===== src/rtl/btn_evt_pkg.sv =====
// Shared constants and types for the button event scheduler.
package btn_evt_pkg;

   // Hold counter width; LONG_CYC / REPEAT_CYC are compared at this width.
   localparam int unsigned CNT_W = 24;

   // Event type encodings on the evt_type port.
   localparam logic [1:0] EVT_PRESS   = 2'd0;
   localparam logic [1:0] EVT_RELEASE = 2'd1;
   localparam logic [1:0] EVT_LONG    = 2'd2;
   localparam logic [1:0] EVT_REPEAT  = 2'd3;

   // Per-button press/hold state.
   typedef enum logic [1:0] {
      ST_IDLE = 2'd0,
      ST_HELD = 2'd1,
      ST_LONG = 2'd2
   } btn_state_e;

endpackage


===== src/rtl/btn_hold_fsm.sv =====
// Press/hold state machine for a single debounced button. Emits a one-cycle
// event strobe (emit/emit_type) that the top loads into the pending slot.
module btn_hold_fsm
   import btn_evt_pkg::*;
#(
   parameter logic [CNT_W-1:0] LONG_CYC   = 24'd6000000,
   parameter logic [CNT_W-1:0] REPEAT_CYC = 24'd1500000,
   parameter bit               REPEAT_EN  = 1'b1
) (
   input  logic       clk,
   input  logic       rst_n,
   input  logic       level,
   output logic       emit,
   output logic [1:0] emit_type
);

   localparam logic [CNT_W-1:0] CNT_ONE     = CNT_W'(1);
   localparam logic [CNT_W-1:0] CNT_MAX     = {CNT_W{1'b1}};
   localparam logic [CNT_W-1:0] LONG_LAST   = LONG_CYC - CNT_ONE;
   localparam logic [CNT_W-1:0] REPEAT_LAST = REPEAT_CYC - CNT_ONE;

   logic             btn_q;
   btn_state_e       state_q, state_d;
   logic [CNT_W-1:0] cnt_q, cnt_d;

   // Edge register, state and hold counter.
   always_ff @(posedge clk or negedge rst_n) begin
      if (!rst_n) begin
         btn_q   <= 1'b0;
         state_q <= ST_IDLE;
         cnt_q   <= '0;
      end else begin
         btn_q   <= level;
         state_q <= state_d;
         cnt_q   <= cnt_d;
      end
   end

   // Next state, counter update and event strobe; release beats LONG/REPEAT.
   always_comb begin
      state_d   = state_q;
      cnt_d     = cnt_q;
      emit      = 1'b0;
      emit_type = EVT_PRESS;
      unique case (state_q)
         ST_IDLE: begin
            // Only a fresh rising edge starts a hold.
            if (level && !btn_q) begin
               emit      = 1'b1;
               emit_type = EVT_PRESS;
               cnt_d     = '0;
               state_d   = ST_HELD;
            end
         end
         ST_HELD: begin
            if (!level) begin
               emit      = 1'b1;
               emit_type = EVT_RELEASE;
               state_d   = ST_IDLE;
            end else if (cnt_q == LONG_LAST) begin
               emit      = 1'b1;
               emit_type = EVT_LONG;
               cnt_d     = '0;
               state_d   = ST_LONG;
            end else begin
               cnt_d = cnt_q + CNT_ONE;
            end
         end
         ST_LONG: begin
            if (!level) begin
               emit      = 1'b1;
               emit_type = EVT_RELEASE;
               state_d   = ST_IDLE;
            end else if (REPEAT_EN && (cnt_q == REPEAT_LAST)) begin
               emit      = 1'b1;
               emit_type = EVT_REPEAT;
               cnt_d     = '0;
            end else if (cnt_q != CNT_MAX) begin
               // Saturate so a long hold with repeats disabled never wraps.
               cnt_d = cnt_q + CNT_ONE;
            end
         end
         default: begin
            state_d = ST_IDLE;
         end
      endcase
   end

endmodule


===== src/rtl/button_event_ctrl.sv =====
// Button event scheduler: one hold FSM per button, a one-deep pending slot per
// button, and a round-robin arbiter feeding a single valid/ready event port.
module button_event_ctrl
   import btn_evt_pkg::*;
#(
   parameter int unsigned      N_BTN      = 4,
   parameter logic [CNT_W-1:0] LONG_CYC   = 24'd6000000,
   parameter logic [CNT_W-1:0] REPEAT_CYC = 24'd1500000,
   parameter bit               REPEAT_EN  = 1'b1,
   localparam int unsigned     BW         = (N_BTN > 1) ? $clog2(N_BTN) : 1
) (
   input  logic             clk,
   input  logic             rst_n,
   input  logic [N_BTN-1:0] btn_level,
   output logic             evt_valid,
   input  logic             evt_ready,
   output logic [BW-1:0]    evt_btn,
   output logic [1:0]       evt_type,
   output logic             ovf,
   input  logic             ovf_clr
);

   logic [N_BTN-1:0]      emit;
   logic [N_BTN-1:0][1:0] emit_type;

   logic [N_BTN-1:0]      pend_v_q, pend_v_d;
   logic [N_BTN-1:0][1:0] pend_type_q, pend_type_d;

   logic [BW-1:0] rr_ptr_q, rr_ptr_d;
   logic          evt_valid_q, evt_valid_d;
   logic [BW-1:0] evt_btn_q, evt_btn_d;
   logic [1:0]    evt_type_q, evt_type_d;
   logic          ovf_q, ovf_d;

   logic          free;
   logic          grant_v;
   logic [BW-1:0] grant_idx;
   logic          drop;

   for (genvar i = 0; i < N_BTN; i++) begin : g_btn
      btn_hold_fsm #(
         .LONG_CYC   (LONG_CYC),
         .REPEAT_CYC (REPEAT_CYC),
         .REPEAT_EN  (REPEAT_EN)
      ) u_fsm (
         .clk       (clk),
         .rst_n     (rst_n),
         .level     (btn_level[i]),
         .emit      (emit[i]),
         .emit_type (emit_type[i])
      );
   end

   // Output register may load when empty or being consumed this cycle.
   assign free = !evt_valid_q || evt_ready;

   // Round-robin search: first pending slot at or after rr_ptr, with wrap.
   always_comb begin
      logic [BW-1:0] idx;
      grant_v   = 1'b0;
      grant_idx = '0;
      idx       = '0;
      for (int k = 0; k < int'(N_BTN); k++) begin
         idx = BW'((int'(rr_ptr_q) + k) % int'(N_BTN));
         if (free && !grant_v && pend_v_q[idx]) begin
            grant_v   = 1'b1;
            grant_idx = idx;
         end
      end
   end

   // Pending slots: load new events, clear on grant, drop when still occupied.
   always_comb begin
      logic granted;
      pend_v_d    = pend_v_q;
      pend_type_d = pend_type_q;
      drop        = 1'b0;
      granted     = 1'b0;
      for (int i = 0; i < int'(N_BTN); i++) begin
         granted = grant_v && (grant_idx == BW'(i));
         if (emit[i]) begin
            if (pend_v_q[i] && !granted) begin
               // Keep the older event; the new one is lost.
               drop = 1'b1;
            end else begin
               pend_v_d[i]    = 1'b1;
               pend_type_d[i] = emit_type[i];
            end
         end else if (granted) begin
            pend_v_d[i] = 1'b0;
         end
      end
   end

   // Output register, round-robin pointer and sticky overflow.
   always_comb begin
      evt_valid_d = evt_valid_q;
      evt_btn_d   = evt_btn_q;
      evt_type_d  = evt_type_q;
      rr_ptr_d    = rr_ptr_q;
      if (free) begin
         if (grant_v) begin
            evt_valid_d = 1'b1;
            evt_btn_d   = grant_idx;
            evt_type_d  = pend_type_q[grant_idx];
            if ((int'(grant_idx) + 1) >= int'(N_BTN)) begin
               rr_ptr_d = '0;
            end else begin
               rr_ptr_d = grant_idx + BW'(1);
            end
         end else begin
            evt_valid_d = 1'b0;
         end
      end
      // A drop in the same cycle as a clear keeps the flag set.
      if (drop) begin
         ovf_d = 1'b1;
      end else if (ovf_clr) begin
         ovf_d = 1'b0;
      end else begin
         ovf_d = ovf_q;
      end
   end

   // State registers for slots, arbiter and output port.
   always_ff @(posedge clk or negedge rst_n) begin
      if (!rst_n) begin
         pend_v_q    <= '0;
         pend_type_q <= '0;
         rr_ptr_q    <= '0;
         evt_valid_q <= 1'b0;
         evt_btn_q   <= '0;
         evt_type_q  <= EVT_PRESS;
         ovf_q       <= 1'b0;
      end else begin
         pend_v_q    <= pend_v_d;
         pend_type_q <= pend_type_d;
         rr_ptr_q    <= rr_ptr_d;
         evt_valid_q <= evt_valid_d;
         evt_btn_q   <= evt_btn_d;
         evt_type_q  <= evt_type_d;
         ovf_q       <= ovf_d;
      end
   end

   assign evt_valid = evt_valid_q;
   assign evt_btn   = evt_btn_q;
   assign evt_type  = evt_type_q;
   assign ovf       = ovf_q;

endmodule


===== config.mk =====
export PLATFORM = sky130hd
export DESIGN_NAME = button_event_ctrl
export DESIGN_NICKNAME = d
export VERILOG_FILES = /design/src/rtl/btn_evt_pkg.sv /design/src/rtl/btn_hold_fsm.sv /design/src/rtl/button_event_ctrl.sv
export SDC_FILE = /design/constraint.sdc
export NUM_CORES = 1
export LEC_CHECK = 0
export CAP_MARGIN = 20
export CORE_MARGIN = 3
export CORE_UTILIZATION = 49
export CTS_CLUSTER_DIAMETER = 100
export DETAILED_ROUTE_END_ITERATION = 16
export PLACE_DENSITY = 0.67
export SETUP_SLACK_MARGIN = 0.05
export SLEW_MARGIN = 0
export SYNTH_ARGS = -nofsm -noshare
export SYNTH_HDL_FRONTEND = slang
export SYNTH_SLANG_ARGS = --single-unit
export TNS_END_PERCENT = 10

===== constraint.sdc =====
create_clock -name clk -period 3.5 [get_ports clk]
set_input_delay 0.35 -clock clk [delete_from_list [all_inputs] [get_ports clk]]
set_output_delay 0.35 -clock clk [all_outputs]
set_load 0.02 [all_outputs]

==> results.toml <==
[status]
status = "complete, but fails checks"
failing_checks = "negative hold slack"

[critical_path]
category_of_the_worst_setup_path_capture_point = "flip-flop"
cp.required_ns = 3.80
critPathLaunchType = "flip-flop"
crit_path_max_fanout = 17
reg2reg_from = "g_btn[1].u_fsm.cnt_q[5]"
path_class = "reg2reg"
crit_path_start = "g_btn[1].u_fsm.cnt_q[5]"
worstPathArrival_ns = 3.38

[cells_and_area]
area.growth.synth_to_final_pct = 13.17
finalNetCount = 924
final_common_cell = "sky130_fd_sc_hd__dfrtp_1"
drive_above_1_share_pct = 7.819
fill_cell_instance_count_of_the_final_layout = 1305
inserted_diodes = 0
layoutNonFillerInstCount = 1092
most-common-layout-cells = "sky130_fd_sc_hd__dfrtp_1, sky130_fd_sc_hd__nand2_1, sky130_fd_sc_hd__o21ai_0, sky130_fd_sc_hd__nor2_1, sky130_fd_sc_hd__o31ai_1"

[sta]
skew_ns = 0.009599
rsz_0062_raised_after_global_routing = "false"
timing.hold.ws_ns = -0.01582
totalNegativeSetupSlack_ns = 0
worst-slew-pin-transition_ns = 0.8757
total_of_endpoints_with_negative_setup_slack_in_the_final_report = 0
maxClockFrequency_mhz = 325.6
count_of_final_max_slew_check_failures = 0
timing.slew.headroom_pct = 41.41
layout_min_cycle_time_ns = 3.071
finalHoldViolations = 13
post-route-period-util_pct = 87.76

[power_and_ir_drop]
fin_total_pwr_mw = 5.356
cellPowerDensity_nw_per_um2 = 620.2
worst_ir_drop_vdd_v = 0.0003927
power.leakage_nw = 3.479

[clock_tree]
clkSinkCount = 128
postCtsHoldBufs = 0
cts_max_level = 4
clock_tree_from_tritoncts = "built"
cts_repair_resize_count = 0
maximum_clock_path_buffer_count = 2
cts_buffers = 17
clock_tree.root_cell = "sky130_fd_sc_hd__clkbuf_16"
worst_setup_hold_path_clk_slew_ns = 0.06
clkLatencyLatePin_ns = 0.42
post_cts_buffers = 0

[synth]
post_synthesis_cell_area_um2 = 7631
synth.yosys.seq_area_share_pct = 41.97
synth-async-reset-ratio_pct = 100.0
synth_enable_flop_cells = 0
synth_flop_cell = "sky130_fd_sc_hd__dfrtp_1"
synthesis.nets = 916
netlist_instances = 887
synth.top_cells.by_area = "sky130_fd_sc_hd__dfrtp_1, sky130_fd_sc_hd__o21ai_0, sky130_fd_sc_hd__nand2_1"
postSynthRegisterBits = 128
yosys.cell_types.count = 68
synth.avg_cell_area_um2 = 8.603
yosysWarningCount = 0
yosys.area.top_type_share_pct = 41.97
synth_largest_area_cell = "sky130_fd_sc_hd__dfrtp_1"

[place]
hpwl_mm = 11.96
gp_congestion = 0.9051
dp_cells = 1060
portBuffers = 13

[routing]
detailed_router_s_first_iteration_violation_count = 677
postRouteAntennaNets = 0
finalWirelength_mm = 17.75
vias_per_cell = 6.208
remaining_drc_errors = 0
drt-pass1-iter-count = 8
vias = 6779
routed_wire_length_per_instance_um = 16.25

[floorplanning]
chipWidth_um = 130.8
coreArea_um2 = 14860
top_level_ports = 14
die_area_um2 = 17110
initial_standard_cell_utilization_of_the_core_pct = 51.34
std_cell_rows = 44
die-height_um = 130.8

[global_route]
grt.overflow.total = 0
overall_track_demand_over_capacity_in_global_routing_pct = 21.80
grt_antenna_before_repair = 0
grt_start_max_net_pins = 74
number_of_global_route_vias_before_repair = 6458
grt_pass1_wl_mm = 30.50

[worst_hold_path]
worst_hold_path_type = "in2async"

[job]
drv_cap = 0
==> stage by stage <==
stage | setup slack [ns] | hold slack [ns] | cell area (um2) | util [%]
detailed placement | 0.4651 | 0.4620 | 7939 | 53.41
finish | 0.4285 | -0.01582 | 8636 | 58.10
floorplan | 0.7532 | 0.05441 | 7631 | -
CTS | 0.4563 | 0.009033 | 8636 | 58.10
global route | 0.2716 | 0.04650 | 8636 | 58.10
global placement | 0.6161 | 0.4510 | 7939 | 53.41
==> where the power goes <==
part	switching (mW)	internal, mW
Sequential	0.184	1.62
Combinational	0.904	0.560
Clock	0.654	1.43
==> cell families after synthesis <==
family	count (synthesis)	synth area share [%]
adder cells (fa/ha/maj)	21	3.443
multiplexers	18	2.656
AO/OA/AOI/OAI	261	21.50
XOR/XNOR	8	0.9182
AND/OR/NAND/NOR	391	26.05
buffers and inverters	60	3.459
flip-flops	128	41.97
==> per-layer routing <==
layer,global-route usage [%],up-vias,wire length (um),share of wire (%)
met4,7.018,0,223,1.3
met1,30.15,3282,8201,46
li1,-,3290,-,-
met2,34.40,179,8511,48
met5,0,-,0,0
met3,4.675,28,809,4.6
==> cell usage after synthesis (3+ instances only) <==
master and instances:
sky130_fd_sc_hd__dfrtp_1 128, sky130_fd_sc_hd__nand2_1 112, sky130_fd_sc_hd__o21ai_0 100, sky130_fd_sc_hd__nor2_1 81, sky130_fd_sc_hd__o31ai_1 42, sky130_fd_sc_hd__a21oi_1 38, sky130_fd_sc_hd__nand3_1 33, sky130_fd_sc_hd__nor3_1 29
sky130_fd_sc_hd__clkbuf_1 26, sky130_fd_sc_hd__nor2b_1 26, sky130_fd_sc_hd__inv_1 23, sky130_fd_sc_hd__ha_1 21, sky130_fd_sc_hd__o21ai_1 21, sky130_fd_sc_hd__nand4_1 20, sky130_fd_sc_hd__nand2b_1 13, sky130_fd_sc_hd__nor4_1 12
sky130_fd_sc_hd__o41ai_1 11, sky130_fd_sc_hd__and4_1 10, sky130_fd_sc_hd__and3_1 9, sky130_fd_sc_hd__mux2i_1 9, sky130_fd_sc_hd__xnor2_1 8, sky130_fd_sc_hd__buf_2 7, sky130_fd_sc_hd__nor4b_1 7, sky130_fd_sc_hd__a31oi_1 6
sky130_fd_sc_hd__mux2_2 6, sky130_fd_sc_hd__or3_1 6, sky130_fd_sc_hd__and2_1 4, sky130_fd_sc_hd__buf_6 4, sky130_fd_sc_hd__or4_1 4, sky130_fd_sc_hd__a21boi_0 3, sky130_fd_sc_hd__a22oi_1 3, sky130_fd_sc_hd__nand3b_1 3
sky130_fd_sc_hd__o21a_1 3, sky130_fd_sc_hd__o21bai_1 3, sky130_fd_sc_hd__o221ai_1 3, sky130_fd_sc_hd__o31a_1 3, sky130_fd_sc_hd__o41ai_2 3, sky130_fd_sc_hd__or2_1 3, sky130_fd_sc_hd__or2_2 3, sky130_fd_sc_hd__or4b_2 3
==> worst max-delay path: stages (launching register included) <==
cell and delay [ns]:
sky130_fd_sc_hd__dfrtp_1 0.44, sky130_fd_sc_hd__or4b_2 0.68, sky130_fd_sc_hd__nor4_1 0.36, sky130_fd_sc_hd__a21boi_1 0.16, sky130_fd_sc_hd__a41o_1 0.45, sky130_fd_sc_hd__or2_1 0.47, sky130_fd_sc_hd__o41ai_1 0.40
==> registers in the layout, summed over array words and instances, names as in the netlist <==
signal,cells
g_btn.u_fsm.btn_q,4
evt_btn,2
g_btn.u_fsm.cnt_q,96
evt_type,2
rr_ptr_q,2
pend_type_q,8
ovf,1
evt_valid,1
pend_v_q,4
g_btn.u_fsm.state_q,8
==> worst paths after layout <==
kind                                             to  slack, ns  cells past startpoint
setup / recovery           g_btn[1].u_fsm.cnt_q[18]       0.43                      6
hold / removal             g_btn[1].u_fsm.cnt_q[14]      -0.02                      1
setup reg to reg           g_btn[1].u_fsm.cnt_q[18]       0.43                      6
hold reg to reg                      pend_type_q[1]       0.51                      1
max in group asynchronous  g_btn[3].u_fsm.cnt_q[15]       2.68                      2
min in group clk                     pend_type_q[1]       0.51                      1
==> cell type report <==
cell class | count | area, um2 | area share (%)
clock inverter | 9 | 198.9 | 2.304
sequential | 128 | 3203 | 37.09
timing repair buffer | 26 | 250.2 | 2.898
multi-input combinational | 699 | 4169 | 48.28
clock buffer | 23 | 498.0 | 5.766
tap | 184 | 230.2 | 2.666
inverter | 23 | 86.33 | 0.9997
No activity file was read; power rests on OpenSTA's default activity.
==> RTL edit 1, RTL diff (same flow settings) <==
Set the parameter `N_BTN` to 2 (it was 4).
--- a/src/rtl/button_event_ctrl.sv
+++ b/src/rtl/button_event_ctrl.sv
@@ -3,7 +3,7 @@
 module button_event_ctrl
    import btn_evt_pkg::*;
 #(
-   parameter int unsigned      N_BTN      = 4,
+   parameter int unsigned      N_BTN      = 2,
    parameter logic [CNT_W-1:0] LONG_CYC   = 24'd6000000,
    parameter logic [CNT_W-1:0] REPEAT_CYC = 24'd1500000,
    parameter bit               REPEAT_EN  = 1'b1,
Ports: changed (resized btn_level and evt_btn); port bits go from 14 to 11. The function was not compared with the original's and may differ.
==> RTL edit 1 against the unedited design <==
Worst setup slack better by 0.49 ns. Non-clock buffer count down 9. Clock skew about the same. Power down 56%. Final area down 49%. Synthesized area down 47%. Critical endpoint is now g_btn[0].u_fsm.cnt_q[4]. Critical path type unchanged. Routed wire length down 46%. Sequential cell count down 62.
==> RTL edit 1: results (changes against the unedited design) <==
metric	value	unit	change
stdcell_count	578		was 1,092
post_drt_via_cell_ratio	6.21		about the same
setup.worst_path.start	g_btn[0].u_fsm.cnt_q[0]		was g_btn[1].u_fsm.cnt_q[5]
cts-root-buf	clkbuf_8		was clkbuf_16
drive_gt1_share	7.14	%	was 7.82%
clkbuf_count	11		was 23
largestRegisters	g_btn.u_fsm.cnt_q x48, g_btn.u_fsm.state_q x4, pend_type_q x4		was g_btn.u_fsm.cnt_q x96, g_btn.u_fsm.state_q x8, pend_type_q x8
crit_arrival	2.81	ns	was 3.38 ns
gp_congestion	0.898		was 0.905
hold-worst-slack	0.491	ns	was -0.0158 ns
cts_buffers	9		was 17
synth-xor-area-share	0.648	%	was 0.918%
skew	0.00980	ns	was 0.00960 ns
portBuffers	10		was 13
pg_seq	0.989	mW	was 1.81 mW
stdcell_area	0.00442	sq mm	was 0.00864 sq mm
worst_pin_slew	0.755	ns	was 0.876 ns
grt_pass1_vias	3373		was 6,458
multi_input_cells	360		was 699
p_switching	0.911	mW	was 1.74 mW
dpl.cell_count	561		was 1,060
grt_first_pass_wirelength	16.5	mm	was 30.5 mm
synth_compound_area_share	21.7	%	was 21.5%
ctsHoldBuffers	1		was 0
ys_ff_latch	66		was 128
inverters	17		was 23
ys_seq_area_share	40.7	%	was 42.0%
status	finished clean		was finished, violations left
setup.worst_path.end	g_btn[0].u_fsm.cnt_q[4]		was g_btn[1].u_fsm.cnt_q[18]
pwr-share-clk	24.3	%	was 38.9%
wl	9.50	mm	was 17.7 mm
## RTL edit 1: cell types whose count changed after synthesis, moves of 11 or more
cell | unedited run | this run
o41ai_1 | 11 | 0
nor2_1 | 81 | 40
nor3_1 | 29 | 7
a22o_1 | 1 | 25
a21oi_1 | 38 | 20
nor2b_1 | 26 | 11
o31ai_1 | 42 | 6
nand2_1 | 112 | 57
ha_1 | 21 | 10
o21ai_0 | 100 | 11
a21o_1 | 0 | 23
dfrtp_1 | 128 | 66
clkbuf_1 | 26 | 11
o21ai_1 | 21 | 0
## RTL edit 1: metal layers
layer | track usage, % | wire [microns] | share of wire (%) | vias to the layer above
li1 | - | - | - | 1720
met1 | 30.7 | 4620 | 49 | 1757
met2 | 31.5 | 4300 | 45 | 105
met3 | 5.26 | 497 | 5.2 | 10
met4 | 4.64 | 84 | 0.88 | 0
met5 | 0 | 0 | 0 | -
==> RTL edit 2, RTL diff (config.mk and constraints unchanged) <==
Without the edit above. Compare `cnt_q` against `REPEAT_LAST` with >= in place of ==.
--- a/src/rtl/btn_hold_fsm.sv
+++ b/src/rtl/btn_hold_fsm.sv
@@ -71,7 +71,7 @@
                emit      = 1'b1;
                emit_type = EVT_RELEASE;
                state_d   = ST_IDLE;
-            end else if (REPEAT_EN && (cnt_q == REPEAT_LAST)) begin
+            end else if (REPEAT_EN && (cnt_q >= REPEAT_LAST)) begin
                emit      = 1'b1;
                emit_type = EVT_REPEAT;
                cnt_d     = '0;
Check against the original RTL: same outputs for any inputs over 4 cycles, from zero or initial values and one cycle with rst_n low; that may be too few to reach the edited logic, so the function may still have changed.
==> RTL edit 2 against the unedited design <==
Die area down 3.3%. Sequential share of layout area increased by 1.3 points. Non-clock buffer count down 4. Worst hold slack gained 0.44 ns. Power shrank 6.0%. Final area decreased by 3.3%. Routed wire length shrank 8.1%. Maximum frequency increased by 8.3%. Worst setup slack gained 0.23 ns. Synthesized area is 3.5% lower. Synthesized cell count down 6.3%. Critical path depth up 2. Via count fell by 7.5%. Sequential cell count did not move.
==> RTL edit 2: results (changes against the unedited design) <==
metric	value	unit	change
grt_usage	20.6	%	was 21.8%
status	finished clean		was finished, violations left
synth_common_cells	dfrtp_1, nand2_1, nor2_1, nand3_1, o21ai_0		was dfrtp_1, nand2_1, o21ai_0, nor2_1, o31ai_1
cap_viol_max_count	0		unchanged
synth_nets	860		was 916
insertion_delay	0.43	ns	
synthCells	831		was 887
netSwitchingFraction	32.6	%	was 32.5%
skew	0.0117	ns	was 0.00960 ns
drt-initial-drc-count	527		was 677
path_max_fanout	5		was 17
dr.pass1.iters	5		was 8
ys_warn_count	0		unchanged
gp_congestion	0.908		was 0.905
synth.distinct_cells	73		was 68
p_leak	3.56	nW	was 3.48 nW
hpwl	11.5	mm	was 12.0 mm
grt_pass1_vias	6042		was 6,458
post_drt_via_cell_ratio	5.97		was 6.21
crit_arrival	3.14	ns	was 3.38 ns
synth_area_leaders	dfrtp_1, nand2_1, nor2_1, xor2_1, ha_1		was dfrtp_1, o21ai_0, nand2_1, o31ai_1, nor2_1
wl_per_cell	15.5	microns	was 16.3 microns
dpl.cell_count	1017		was 1,060
grt_max_degree	66		was 74
cpLargestDelayFamily	compound AO/OA/AOI/OAI gates		was simple AND/OR/NAND/NOR gates
ys_seq_area_share	43.5	%	was 42.0%
peakVddDrop	402	uV	was 393 uV
grt_first_pass_wirelength	28.1	mm	was 30.5 mm
worst_path_largest_cell_delay	0.53	ns	was 0.68 ns
drive_gt1_share	6.81	%	was 7.82%
slowest_stage	o31ai_1		was or4b_2
fin_nets	882		was 924
wl	16.3	mm	was 17.7 mm
RTL edit 2: cell count changes in the layout (fill, tap and decap cells not counted), sizes merged, moves of 8 or more:
| cell | before | now |
|---|---|---|
| o21ai | 121 | 50 |
| o31ai | 42 | 15 |
| nor3 | 29 | 21 |
| nor2 | 81 | 89 |
| inv | 24 | 34 |
| o41ai | 14 | 2 |
| xnor2 | 8 | 19 |
| nand4 | 20 | 28 |
| nor2b | 26 | 7 |
| a21o | 0 | 11 |
| a21oi | 38 | 28 |
| or3 | 6 | 15 |
| nand3 | 33 | 49 |
| xor2 | 0 | 31 |
RTL edit 2: power by group through the flow:
stage | Clock, mW | Combinational (mW) | Sequential, mW
3_3_place_gp | 0 | 1.27 | 1.84
6_report | 1.89 | 1.32 | 1.83
3_5_place_dp | 0 | 1.31 | 1.85
5_1_grt | 1.99 | 1.51 | 1.85
2_1_floorplan | 0 | 0.937 | 1.83
4_1_cts | 1.93 | 1.32 | 1.82
RTL edit 2: routing by layer:
metal | track usage, % | up-vias | share of wire [%]
met2 | 32.6 | 141 | 46
met1 | 28.1 | 3036 | 49
met4 | 6.61 | 0 | 1.3
li1 | - | 3067 | -
met5 | 0 | - | 0
met3 | 5.02 | 24 | 3.7
RTL edit 2: final timing paths:
kind	slack (ns)	endpoint	depth (start not counted)	from
worst max-delay path	0.66	ovf	8	g_btn[0].u_fsm.cnt_q[0]
max in group asynchronous	2.30	pend_type_q[7]	3	rst_n
min in group clk	0.49	pend_type_q[3]	1	pend_type_q[3]
worst min register to register	0.49	pend_type_q[3]	1	pend_type_q[3]
worst max register to register	0.66	ovf	8	g_btn[0].u_fsm.cnt_q[0]
worst min-delay path	0.42	g_btn[3].u_fsm.cnt_q[6]	2	rst_n
RTL edit 2: layout make-up:
type                            count  area [sq um]  share of cell area (%)
Multi-Input combinational cell    650          3940                    47.2
Tap cell                          184           230                    2.76
Clock inverter                      9           155                    1.86
Inverter                           34           128                    1.53
Clock buffer                       23           478                    5.73
Timing Repair Buffer               22           210                    2.52
Sequential cell                   128          3200                    38.4
RTL edit 2: stage by stage:
step / hold WS (ns) / utilization [%] / cell area [sq um]
final: 0.423 / 57.0 / 8350
after global routing: 0.472 / 57.0 / 8350
after CTS: 0.433 / 57.0 / 8350
after detailed placement: 0.336 / 52.6 / 7700
after global placement: 0.336 / 52.6 / 7700
after floorplan: 0.0544 / - / 7360
RTL edit 2: cells by family after synthesis:
logic type      synth area share [%]
buf+inv                         2.97
mux                            0.866
fa+ha+maj                       3.57
flops                           43.5
xor+xnor                        5.95
compound gates                  15.7
simple gates                    27.4
RTL edit 2: repair_timing:
| action | in CTS | in global routing |
|---|---|---|
| setup endpoints to repair | 0 | 0 |
| hold endpoints to repair | 33 | 0 |
| hold buffers | 1 | 0 |
